$ cat src/rtl/hc595_sequencer_pkg.sv
// Shared types and constants for the 74HC595 serializer sequencer.
package hc595_sequencer_pkg;

    // Sequencer FSM states (2-bit encoding)
    typedef enum logic [1:0] {
        IDLE  = 2'd0,
        LOAD  = 2'd1,
        SHIFT = 2'd2,
        LATCH = 2'd3
    } state_t;

    // Requester indices
    localparam logic REQ0 = 1'b0;
    localparam logic REQ1 = 1'b1;

    // Round-robin pick: on contention the requester not granted last wins
    function automatic logic rr_pick(input logic r0, input logic r1, input logic last);
        logic win;
        if (r0 && r1) begin
            win = ~last;
        end else if (r1) begin
            win = REQ1;
        end else begin
            win = REQ0;
        end
        return win;
    endfunction

endpackage

$ cat src/rtl/hc595_sequencer_shift_register.sv
// Parallel-load, MSB-first serializer; shifts left with zero fill whenever load is low.
module hc595_sequencer_shift_register #(
    parameter int unsigned DATA_WIDTH = 8
) (
    input  logic                  clk,
    input  logic                  load,
    input  logic [DATA_WIDTH-1:0] data,
    output logic                  serial_out
);

    logic [DATA_WIDTH-1:0] sr_q;

    // Load the word or shift it out one bit per clock
    always_ff @(posedge clk) begin
        if (load) begin
            sr_q <= data;
        end else begin
            sr_q <= sr_q << 1;
        end
    end

    assign serial_out = sr_q[DATA_WIDTH-1];

endmodule

$ cat src/rtl/hc595_sequencer.sv
// Round-robin arbitrated sequencer feeding one MSB-first serializer with valid strobe and RCLK latch pulse.
module hc595_sequencer #(
    parameter int unsigned DATA_WIDTH = 8
) (
    input  logic                  clk,
    input  logic                  rst,
    input  logic                  req0,
    input  logic [DATA_WIDTH-1:0] data0,
    output logic                  ack0,
    input  logic                  req1,
    input  logic [DATA_WIDTH-1:0] data1,
    output logic                  ack1,
    output logic                  ser_data,
    output logic                  ser_valid,
    output logic                  latch,
    output logic                  busy
);

    import hc595_sequencer_pkg::*;

    localparam int unsigned       CNT_W    = $clog2(DATA_WIDTH);
    localparam logic [CNT_W-1:0]  CNT_LAST = CNT_W'(DATA_WIDTH - 1);

    state_t                  state, state_next;
    logic                    last_grant, last_grant_next;
    logic [CNT_W-1:0]        bit_cnt, bit_cnt_next;
    logic                    sr_load, sr_load_next;
    logic [DATA_WIDTH-1:0]   sr_data, sr_data_next;
    logic                    ack0_next, ack1_next;
    logic                    ser_valid_next, latch_next, busy_next;
    logic                    win;
    logic                    sr_msb;

    // Next-state, arbitration and registered-output decode
    always_comb begin
        state_next      = state;
        last_grant_next = last_grant;
        bit_cnt_next    = bit_cnt;
        sr_load_next    = 1'b0;
        sr_data_next    = sr_data;
        ack0_next       = 1'b0;
        ack1_next       = 1'b0;
        ser_valid_next  = 1'b0;
        latch_next      = 1'b0;
        win             = rr_pick(req0, req1, last_grant);

        case (state)
            IDLE, LATCH: begin
                if (req0 || req1) begin
                    state_next      = LOAD;
                    sr_load_next    = 1'b1;
                    sr_data_next    = (win == REQ1) ? data1 : data0;
                    ack0_next       = (win == REQ0);
                    ack1_next       = (win == REQ1);
                    last_grant_next = win;
                end else begin
                    state_next = IDLE;
                end
            end
            LOAD: begin
                state_next     = SHIFT;
                ser_valid_next = 1'b1;
                bit_cnt_next   = '0;
            end
            SHIFT: begin
                if (bit_cnt == CNT_LAST) begin
                    state_next = LATCH;
                    latch_next = 1'b1;
                end else begin
                    ser_valid_next = 1'b1;
                    bit_cnt_next   = bit_cnt + CNT_W'(1);
                end
            end
            default: begin
                state_next = IDLE;
            end
        endcase

        busy_next = (state_next != IDLE);
    end

    // State and output registers; reset flushes the serializer with zeros
    always_ff @(posedge clk or posedge rst) begin
        if (rst) begin
            state      <= IDLE;
            last_grant <= REQ1;
            bit_cnt    <= '0;
            sr_load    <= 1'b1;
            sr_data    <= '0;
            ack0       <= 1'b0;
            ack1       <= 1'b0;
            ser_valid  <= 1'b0;
            latch      <= 1'b0;
            busy       <= 1'b0;
        end else begin
            state      <= state_next;
            last_grant <= last_grant_next;
            bit_cnt    <= bit_cnt_next;
            sr_load    <= sr_load_next;
            sr_data    <= sr_data_next;
            ack0       <= ack0_next;
            ack1       <= ack1_next;
            ser_valid  <= ser_valid_next;
            latch      <= latch_next;
            busy       <= busy_next;
        end
    end

    hc595_sequencer_shift_register #(
        .DATA_WIDTH (DATA_WIDTH)
    ) u_shift_register (
        .clk        (clk),
        .load       (sr_load),
        .data       (sr_data),
        .serial_out (sr_msb)
    );

    // Serializer MSB qualified by the strobe so the line idles low, including during reset
    assign ser_data = ser_valid & sr_msb;

endmodule

$ cat config.mk
export PLATFORM = sky130hd
export DESIGN_NAME = hc595_sequencer
export DESIGN_NICKNAME = d
export VERILOG_FILES = /design/src/rtl/hc595_sequencer_pkg.sv /design/src/rtl/hc595_sequencer_shift_register.sv /design/src/rtl/hc595_sequencer.sv
export SDC_FILE = /design/constraint.sdc
export NUM_CORES = 1
export LEC_CHECK = 0
export CAP_MARGIN = 5
export CORE_MARGIN = 2
export CORE_UTILIZATION = 51
export CTS_CLUSTER_SIZE = 25
export DETAILED_ROUTE_END_ITERATION = 10
export GPL_TIMING_DRIVEN = 0
export PLACE_DENSITY = 0.91
export SLEW_MARGIN = 20
export SYNTH_ARGS = -nofsm -noshare
export SYNTH_HDL_FRONTEND = slang
export SYNTH_SLANG_ARGS = --single-unit
export TNS_END_PERCENT = 100
$ cat constraint.sdc
create_clock -name clk -period 2.73 [get_ports clk]
set_clock_uncertainty 0.05 [all_clocks]
set_input_delay 0.546 -clock clk [delete_from_list [all_inputs] [get_ports clk]]
set_output_delay 0.546 -clock clk [all_outputs]
set_load 0.01 [all_outputs]
---- Word-level counts from Yosys, hierarchy flattened ----
Cells that the tools add are included.
storage, ports and cells
  register bits after elaboration ......... 28
  input bits .............................. 20
  output and inout bits ................... 6
cells by class
  $add $sub $neg .......................... 1
  equal/unequal tests ..................... 5
  mux-type cells .......................... 19
  bitwise operators ....................... 3
  reductions and logical operators ........ 8
operator list
  kind                                                                    count
  8-bit 2-to-1 mux                                                        2
  1-bit 2-to-1 mux                                                        12
  2-bit one-hot mux with 3 select lines                                   1
  3-bit one-hot mux with 2 select lines                                   1
  2-bit equality test (second input constant)                             2
  2-bit AND reduction                                                     2
  2-bit nonzero test                                                      2
  3-bit by 1-bit adder with 3-bit output (second input constant)          1
  3-bit equality test (second input constant)                             1
  3-bit 2-to-1 mux                                                        1
  2-bit by 1-bit equality test with 1-bit output (second input constant)  1
  2-bit logical NOT                                                       1
  2-bit 2-to-1 mux                                                        1
  2-bit inequality test (second input constant)                           1
  1-bit inverter                                                          2
  1-bit one-hot mux with 2 select lines                                   1
  2-bit OR reduction                                                      1
  1-bit AND                                                               1
  1-bit logical AND                                                       1
  1-bit logical OR                                                        1

---- Logic depth before layout (Yosys ltp) ----
Gate-level depths: netlist of run 1.
  word-level depth ........................ 5
  gate-level depth with buffers ........... 6

---- Hierarchy ----
Synthesis of run 1 repeated with hierarchy kept, for this count alone.
second synthesis, totals
  cell total of the unflattened synthesis .. 105
  area total of the unflattened synthesis .. 1183.6 sq um
by module, submodules not included
  module                          times used  cells each  area an instance (sq um)
  hc595_sequencer                 1           88          899.6
  hc595_sequencer_shift_register  1           17          284.0

---- Least setup slack after synthesis of run 1 ----
No wires, ideal clock.
  path kind ............................... flip-flop to flip-flop
  start point ............................. register bit_cnt[0]
  end point ............................... register bit_cnt[0]
  library setup time ...................... 125 ps
  arrival ................................. 1399 ps
  required time ........................... 2555 ps
  setup slack ............................. 1156 ps
  cell stages (with the launch flop) ...... 6
  buffers on the path ..................... 0
  path through ............................ dfrtp_1 -> ha_1 -> ha_1 -> and2_1 -> or2_1 -> mux2_2
between the ends
  word-level cells in the longest chain between the ends .. 3
ends and longest elaborated chain
  what                                                                           RTL line                                      RTL
  from (decl)                                                                    hc595_sequencer.sv:26                         logic [CNT_W-1:0] bit_cnt, bit_cnt_next;
  from (signal assigned)                                                         hc595_sequencer.sv:98                         bit_cnt <= bit_cnt_next;
  3-bit by 1-bit adder with 3-bit output or 3-bit equality test (tied branches)  hc595_sequencer.sv:71, hc595_sequencer.sv:66
  3-bit 2-to-1 mux or 2-bit inequality test (tied branches)                      n/a
  3-bit one-hot mux with 2 select lines or 2-bit AND reduction (tied branches)   n/a
Parallel ways exist; a longest one is shown, timed or not. The select of a mux whose other input is x is not followed.
A chain may end at the register's enable or synchronous reset.

---- Final worst setup path of run 1 ----
  start point ............................. register ser_valid
  end point ............................... output ser_data
between the ends
  word-level cells in the longest chain between the ends .. 1
ends and longest elaborated chain
  what                    RTL line                RTL
  from (decl)             hc595_sequencer.sv:14   output logic ser_valid,
  from (signal assigned)  hc595_sequencer.sv:103  ser_valid <= ser_valid_next;
  1-bit AND               hc595_sequencer.sv:119  assign ser_data = ser_valid & sr_msb;
  to (decl)               hc595_sequencer.sv:13   output logic ser_data,
No other way between the ends.

==> out/results.ini, run 1 <==
[clock_network]
clockBufferDepth = 2
cts_hold_buf = 0
cts_num_sinks = 28
cts_max_level = 1
clk_pin_slew_ps = 140
root_buffer = clkbuf_4
cts_buffers = 3
post_cts_resized = 0
clk_latency_ps = 320
post-cts-setup-buffer-count = 0
cts_tree = yes

[critical_path]
r2r-start = bit_cnt[0]
crit_path_end_kind = output port
worstPathRequired_ps = 2130
path_cells = and2_1 > clkdlybuf4s50_1
crit_slowest_cell = clkdlybuf4s50_1
startpoint = ser_valid
cp.arrival_ps = 1340
path_class = flip-flop to output port
worst_setup_path_start_kind = flip-flop
critPathMaxFanout = 2
crit_path_max_incr_delay_ps = 470

[worst_hold_path]
min_path_type = flip-flop to flip-flop
min-delay-start = u_shift_register.sr_q[5]

[global_routing]
antenna_found_initial = 0
globalRouteTotalUtil_pct = 18.3
grt_pass1_vias = 759
grt_max_degree = 21
grt_pass1_wl_mm = 3.39
grt_remaining_overflow = 0

[sta]
max_slew_margin_pct = 50.2
hold_viol = 0
max_clock_freq_ghz = 0.516
post-route-min-period_ps = 1940
tns_ps = 0
worstMarginPinSlew_ps = 746
finalMaxSlewViolations = 0
rsz0062_at_grt = false
min_period_over_period_pct = 71.0
setup_viol = 0

[yosys]
yosys.cell_types.count = 23
syn_nets = 110
yosysWarnings = 0
syn_avg_cell_area_um2 = 12.9
synth_mux_area_share_pct = 11.8
synth_compound_area_share_pct = 11.6
synth_seq_cells = 28
synthAdderAreaFrac_pct = 4.50
ys_seq_area_share_pct = 59.6
synth-simple-area-share_pct = 10.1
synthCells = 86
synth_top_family_by_area = multiplexers
synth_area_mm2 = 0.00111
synth-xor-area-share_pct = 0

[floorplan]
die_h_um = 50.7
core_area_mm2 = 0.00200
start_util_pct = 55.6
die_x_um = 50.7
row_count = 16
die_area_mm2 = 0.00257
io_pins = 26

[final_layout]
area_growth_pct = 28.8
drive_gt1_share_pct = 17.4
diodes = 0
seq_area_um2 = 663
postLayoutCoreUtil_pct = 71.6
finalNetCount = 140
fill_cells = 145
multi_input_area_um2 = 423

[route]
routed_wl_mm = 2.14
drcViolationCount = 0
drt_iter0_markers = 6
wl_per_cell_um = 15.1
firstDrtPassIters = 4
vias_per_cell = 5.42
vias = 769
ant_nets = 0

[power_and_ir_drop]
internal_power_uw = 1050
p_comb_share_pct = 43.0
power_frac_seq_pct = 44.7
leakage_uw = 0.000649
p_clk_share_pct = 12.2
powerDensity_mw_per_mm2 = 1110
switching_share_pct = 34.0
ir_worst_vdd_v = 0.000703
switchingPower_uw = 542

[placed_design]
port-buffer-count = 25
dp_hpwl_mm = 1.51
gp_congestion = 0.688

[job]
drv_cap = 0

[status]
status = finished clean

cell families (layout without fill, tap and decap cells):
group / Yosys count / in the layout
DFF: 28 / 28
muxes: 12 / 12
buffers and inverters: 7 / 36
and+or+nand+nor: 20 / 20
AOI/OAI and AO/OA: 15 / 15
adders and majority gates: 4 / 4
through the flow:
step	total power [uW]	hold WS, ps	cell area, um^2	std cells	setup WS (ps)
finish	1590	424	1430	142	791
detailed placement	1400	393	1400	138	588
floorplan	1180	384	1110	86	1160
global route	1710	441	1430	142	736
global placement	1350	389	1400	138	645
CTS	1600	427	1430	142	787
cell type report:
type / instances / area share (%)
flip-flops and latches: 28 / 46.3
clock buffers: 4 / 2.53
well taps: 27 / 2.36
plain buffers: 2 / 0.524
multi-input cells: 51 / 29.5
repair buffers: 25 / 17.5
inverters: 5 / 1.31
per-layer routing:
| metal | wire, um | track usage (%) | up-vias |
|---|---|---|---|
| li1 | - | - | 363 |
| met1 | 968 | 23.6 | 379 |
| met2 | 1030 | 29.8 | 23 |
| met3 | 93 | 2.68 | 4 |
| met4 | 44 | 9.46 | 0 |
| met5 | 0 | 0 | - |
worst max-delay path, delay by kind of cell, from the launching register on:
family	cells	cell delay [ps]
flops	1	400
buf+inv	1	470
simple gates	1	150
cells in the final DEF (no fill, tap or decap), drive strengths merged, types with 2 or more instances in the layout:
cell type and instances:
and2 4, dfstp 2, clkdlybuf4s50 25, mux2i 3
dfrtp 18, nand2 2, mux2 9, clkbuf 6
a21oi 4, dfxtp 8, nor2 7, inv 5
and3 5, ha 4, a221o 5, a22o 2
power groups by stage:
stage | clock, uW | combinational (uW) | sequential [uW]
2_1_floorplan | 0 | 471 | 705
3_3_place_gp | 0 | 649 | 706
3_5_place_dp | 0 | 680 | 720
4_1_cts | 199 | 693 | 712
5_1_grt | 215 | 763 | 728
6_report | 195 | 685 | 712
synthesized netlist by cell type, drive strengths merged:
cell type / instances / area [um^2]
o21ai: 1 / 8.76
mux2i: 3 / 30.0
o211ai: 1 / 7.51
a21boi: 1 / 18.8
and3: 5 / 33.8
and2: 4 / 25.0
a221o: 5 / 50.1
or2: 1 / 6.26
a21oi: 4 / 20.0
nand2: 2 / 7.51
dfrtp: 18 / 450
nor2: 7 / 33.8
dfxtp: 8 / 160
mux2: 9 / 101
a31oi: 1 / 6.26
dfstp: 2 / 52.6
ha: 4 / 50.1
clkbuf: 2 / 7.51
inv: 5 / 18.8
nor2b: 1 / 6.26
a22o: 2 / 17.5
registers in the layout (all words and copies together), names as in the netlist:
name and cells:
sr_data 8, u_shift_register.sr_q 8, bit_cnt 3, state 2, ack0 1, ack1 1
busy 1, last_grant 1, latch 1, ser_valid 1, sr_load 1
worst paths after layout:
path                                       endpoint  slack (ps)  cells past startpoint
max reg2reg                              bit_cnt[0]        1000                      5
min reg2reg                u_shift_register.sr_q[6]         420                      1
min in group asynchronous                bit_cnt[0]         580                      2
max in group asynchronous                sr_data[5]        1580                      2
max                                        ser_data         790                      2
min                        u_shift_register.sr_q[6]         420                      1
Power figures use the tool's default switching activity.
==> run 2, diff against run 1 <==
Settings changed: CORE_UTILIZATION 51 to 43, PLACE_DENSITY 0.91 to 0.83.
Clock period 2.73 ns to 1.75 ns, I/O delays scaled along.
==> run 2 against run 1 <==
Effect of this change: largest power group unchanged; setup slack worse by 680 ps; combinational power is 55% higher; sequential cell count stayed put; global-route usage is 3.5 points lower; critical endpoint is now sr_data[4]; highest routed layer unchanged; cell area is 1.1% higher.
==> out/results.ini, run 2 (synthesis gave the netlist of run 1 again) <==
[status]
status = finished clean

[power_and_ir_drop]
leakage_uw = 0.000668
ir_worst_vdd_v = 0.00113
powerDensity_mw_per_mm2 = 1700
power_uw = 2470

[global_routing]
gr-usage-met3_pct = 2.46
use_met1_pct = 19.8
use_met2_pct = 22.4
grt_max_degree = 21
grt_pass1_vias = 672
grt_remaining_overflow = 0
globalRouteTotalUtil_pct = 14.8
grt_pass1_wl_mm = 3.06
antenna_found_initial = 0
top_usage_layer = met2

[placed_design]
gp_congestion = 0.715
dp.cells = 141
dp_hpwl_mm = 1.44
port-buffer-count = 25

[floorplan]
die_h_um = 54.9
io_pins = 26
core_area_mm2 = 0.00245
die_x_um = 54.9
die_area_mm2 = 0.00301
row_count = 18
start_util_pct = 45.3

[critical_path]
cp.arrival_ps = 1820
crit_path_end_kind = flip-flop
worstPathRequired_ps = 1930
worst-r2r-cell-count = 5
r2r-end = sr_data[4]
crit_slowest_cell = dfrtp_1
crit_path_max_incr_delay_ps = 400
reg2reg_slack_ps = 110
path_class = flip-flop to flip-flop
r2r-start = state[0]
worst-path-buf-inv = 2
critPathMaxFanout = 10
path_delay_family = flip-flops
startpoint = state[0]
path_cells = inv_1 > ha_1 > clkbuf_1 > and3_2 > a221o_1
worst_setup_path_start_kind = flip-flop

[route]
vias_per_cell = 4.99
drt_iter0_markers = 9
wl_per_cell_um = 13.2
drcViolationCount = 0
firstDrtPassIters = 4
routed_wl_mm = 1.93
ant_nets = 0
vias = 728

[clock_network]
root_buffer = clkbuf_4
cts_max_level = 1
clk_latency_ps = 320
cts_num_sinks = 28
cts_buffers = 3
clockBufferDepth = 2
cts_tree = yes
clk_pin_slew_ps = 140
cts_hold_buf = 0

[sta]
worstMarginPinSlew_ps = 759
rsz0062_at_grt = false
hold_viol = 0
hold_ws_ps = 392
max_slew_margin_pct = 49.3
setup_viol = 0
post-route-min-period_ps = 1640
finalMaxSlewViolations = 0
max_clock_freq_ghz = 0.609
min_period_over_period_pct = 93.9

[final_layout]
final_cells = 146
top_regs = sr_data x8, u_shift_register.sr_q x8, bit_cnt x3
area_growth_pct = 30.3
postLayoutCoreUtil_pct = 59.0
drive_gt1_share_pct = 19.0
finalNetCount = 141
final_common_cell = clkdlybuf4s50_1
fill_cells = 207
layout_common_cells = 24 x clkdlybuf4s50_1, 18 x dfrtp_1, 9 x mux2_2, 8 x dfxtp_1, 6 x nor2_1
diodes = 0

[job]
drv_cap = 0

[worst_hold_path]
min_path_type = input port to async pin

## run 2: cell type report
type	count	area [um^2]	area share [%]
Sequential cell	28	663	45.8
Timing Repair Buffer	26	260	18.0
Clock buffer	4	36.3	2.50
Buffer	2	7.51	0.518
Multi-Input combinational cell	51	425	29.4
Inverter	5	18.8	1.30
Tap cell	30	37.5	2.59
## run 2: per-layer routing
layer / vias up / wire (um)
li1: 363 / -
met1: 340 / 832
met2: 20 / 957
met3: 5 / 91
met4: 0 / 52
met5: - / 0
## run 2: metrics by stage
stage               TNS, ps  area, um^2  setup slack (ps)
global route              0        1450              39.1
finish                    0        1450               107
global placement       -732        1400              -108
CTS                       0        1440              5.69
floorplan                 0        1110               176
detailed placement     -929        1400              -126
## run 2: how the worst max path moves through the flow
stage / to / slack, ps / cells past startpoint
after CTS: ser_data / 6 / 2
after global routing: sr_data[4] / 40 / 5
final: sr_data[4] / 110 / 5
after detailed placement: sr_data[2] / -130 / 4
after global placement: sr_data[4] / -110 / 4
after floorplan: bit_cnt[0] / 180 / 5
## run 2: what timing repair did
| action | CTS | global route |
|---|---|---|
| buffers inserted | 0 | 1 |
| hold endpoints to repair | 0 | 0 |
| resized for setup | 0 | 2 |
| setup endpoints to repair | 0 | 2 |
## run 2: where the power goes
part | internal, uW | switching, uW | total, uW | leakage (uW)
sequential | 971 | 129 | 1100 | 0.000308
clock | 128 | 179 | 307 | 0.0000210
combinational | 550 | 510 | 1060 | 0.000339
==> run 3, diff against run 2 <==
Settings changed: ABC_CLOCK_PERIOD_IN_PS set to 1750, PLACE_DENSITY 0.83 to 0.8.
==> run 3 against run 2 <==
Effect of this change: wire length increased by 2.0%; critical path depth did not move; core utilization up 0.56 points; sequential share of layout area is 0.43 points lower; cell area grew 0.95%; power increased by 4.6%; global-route usage is 0.52 points higher; sequential power is essentially flat; sequential cell count did not move.
==> out/results.ini, run 3 (synthesis gave the netlist of run 1 again) <==
[critical_path]
path_class = flip-flop to flip-flop
worst_setup_path_start_kind = flip-flop
critPathMaxFanout = 4
crit_path_max_incr_delay_ps = 410
cp.arrival_ps = 1810
path_delay_family = adder cells
crit_slowest_cell = dfrtp_1
worst-path-buf-inv = 0
path_cells = ha_1 > ha_2 > and2_1 > or2_1 > mux2_2
worstPathRequired_ps = 1920
crit_path_end_kind = flip-flop

[clock_network]
cts_hold_buf = 0
clockBufferDepth = 2
clk_latency_ps = 320
clk_pin_slew_ps = 150
cts_max_level = 1
cts_num_sinks = 28
root_buffer = clkbuf_4
cts_buffers = 3
cts_tree = yes

[status]
status = finished clean

[sta]
max_clock_freq_ghz = 0.610
worstMarginPinSlew_ps = 742
setup_viol = 0
post-route-min-period_ps = 1640
hold_ws_ps = 389
max_slew_margin_pct = 50.4
finalMaxSlewViolations = 0
min_period_over_period_pct = 93.7
rsz0062_at_grt = false
hold_viol = 0

[power_and_ir_drop]
ir_worst_vdd_v = 0.00137
powerDensity_mw_per_mm2 = 1760
leakage_uw = 0.000665

[route]
drcViolationCount = 0
routed_wl_mm = 1.97
ant_nets = 0
vias_per_cell = 4.92
firstDrtPassIters = 3
vias = 719
drt_iter0_markers = 4
wl_per_cell_um = 13.5

[final_layout]
top_regs = sr_data x8, u_shift_register.sr_q x8, bit_cnt x3
postLayoutCoreUtil_pct = 59.6
diodes = 0
multi_input_area_um2 = 425
stdcell_area_mm2 = 0.00146
final_common_cell = clkdlybuf4s50_1
seq_area_um2 = 663
layout_common_cells = 24 x clkdlybuf4s50_1, 18 x dfrtp_1, 9 x mux2_2, 8 x dfxtp_1, 6 x nor2_1
drive_gt1_share_pct = 19.8
final_cells = 146
fill_cells = 216
finalNetCount = 141
area_growth_pct = 31.5

[floorplan]
core_area_mm2 = 0.00245
die_area_mm2 = 0.00301
die_h_um = 54.9
die_x_um = 54.9
io_pins = 26
start_util_pct = 45.3
row_count = 18

[placed_design]
dp.cells = 141
port-buffer-count = 25
gp_congestion = 0.689
dp_hpwl_mm = 1.48
placed_area_mm2 = 0.00140

[global_routing]
globalRouteTotalUtil_pct = 15.3
grt_pass1_vias = 684
grt_pass1_wl_mm = 3.14
antenna_found_initial = 0
grt_max_degree = 21
grt_remaining_overflow = 0

[job]
drv_cap = 0

[worst_hold_path]
min_path_type = input port to async pin

==> run 3: final timing paths <==
path,slack [ps],cells after the start,startpoint,to
max,110,5,bit_cnt[0],bit_cnt[0]
min,390,2,rst,sr_data[2]
max reg2reg,110,5,bit_cnt[0],bit_cnt[0]
min reg2reg,430,1,u_shift_register.sr_q[4],u_shift_register.sr_q[5]
max in group asynchronous,790,2,rst,ack1
min in group clk,430,1,u_shift_register.sr_q[4],u_shift_register.sr_q[5]
==> run 3: power breakdown <==
| group | internal, uW | switching, uW |
|---|---|---|
| logic | 551 | 510 |
| clock network | 231 | 183 |
| registers | 971 | 134 |
| total | 1750 | 827 |
==> run 3: cell type report <==
class	instances	share of cell area, %
Sequential cell	28	45.3
Clock inverter	1	2.05
Timing Repair Buffer	26	17.5
Buffer	2	0.599
Tap cell	30	2.57
Multi-Input combinational cell	51	29.1
Clock buffer	3	1.54
Inverter	5	1.28
==> run 3: routing by layer <==
| metal | track usage [%] | share of wire [%] | up-vias |
|---|---|---|---|
| met5 | 0 | 0 | - |
| met4 | 7.50 | 0.96 | 0 |
| met3 | 2.46 | 3.5 | 2 |
| met2 | 23.2 | 50 | 16 |
| met1 | 21.2 | 46 | 340 |
| li1 | - | - | 361 |
==> run 3: timing repair <==
item / CTS / global route
pin swaps: 0 / 0
gates resized for setup: 1 / 3
buffers inserted: 0 / 1
setup endpoints to repair: 1 / 2
==> run 3: metrics by stage <==
step | worst slack [ps] | power, uW | TNS [ps]
after floorplan | 176 | 1840 | 0
after global placement | -121 | 2110 | -847
after detailed placement | -164 | 2170 | -1110
after CTS | 57.0 | 2590 | 0
after global routing | 51.6 | 2770 | 0
final | 111 | 2580 | 0
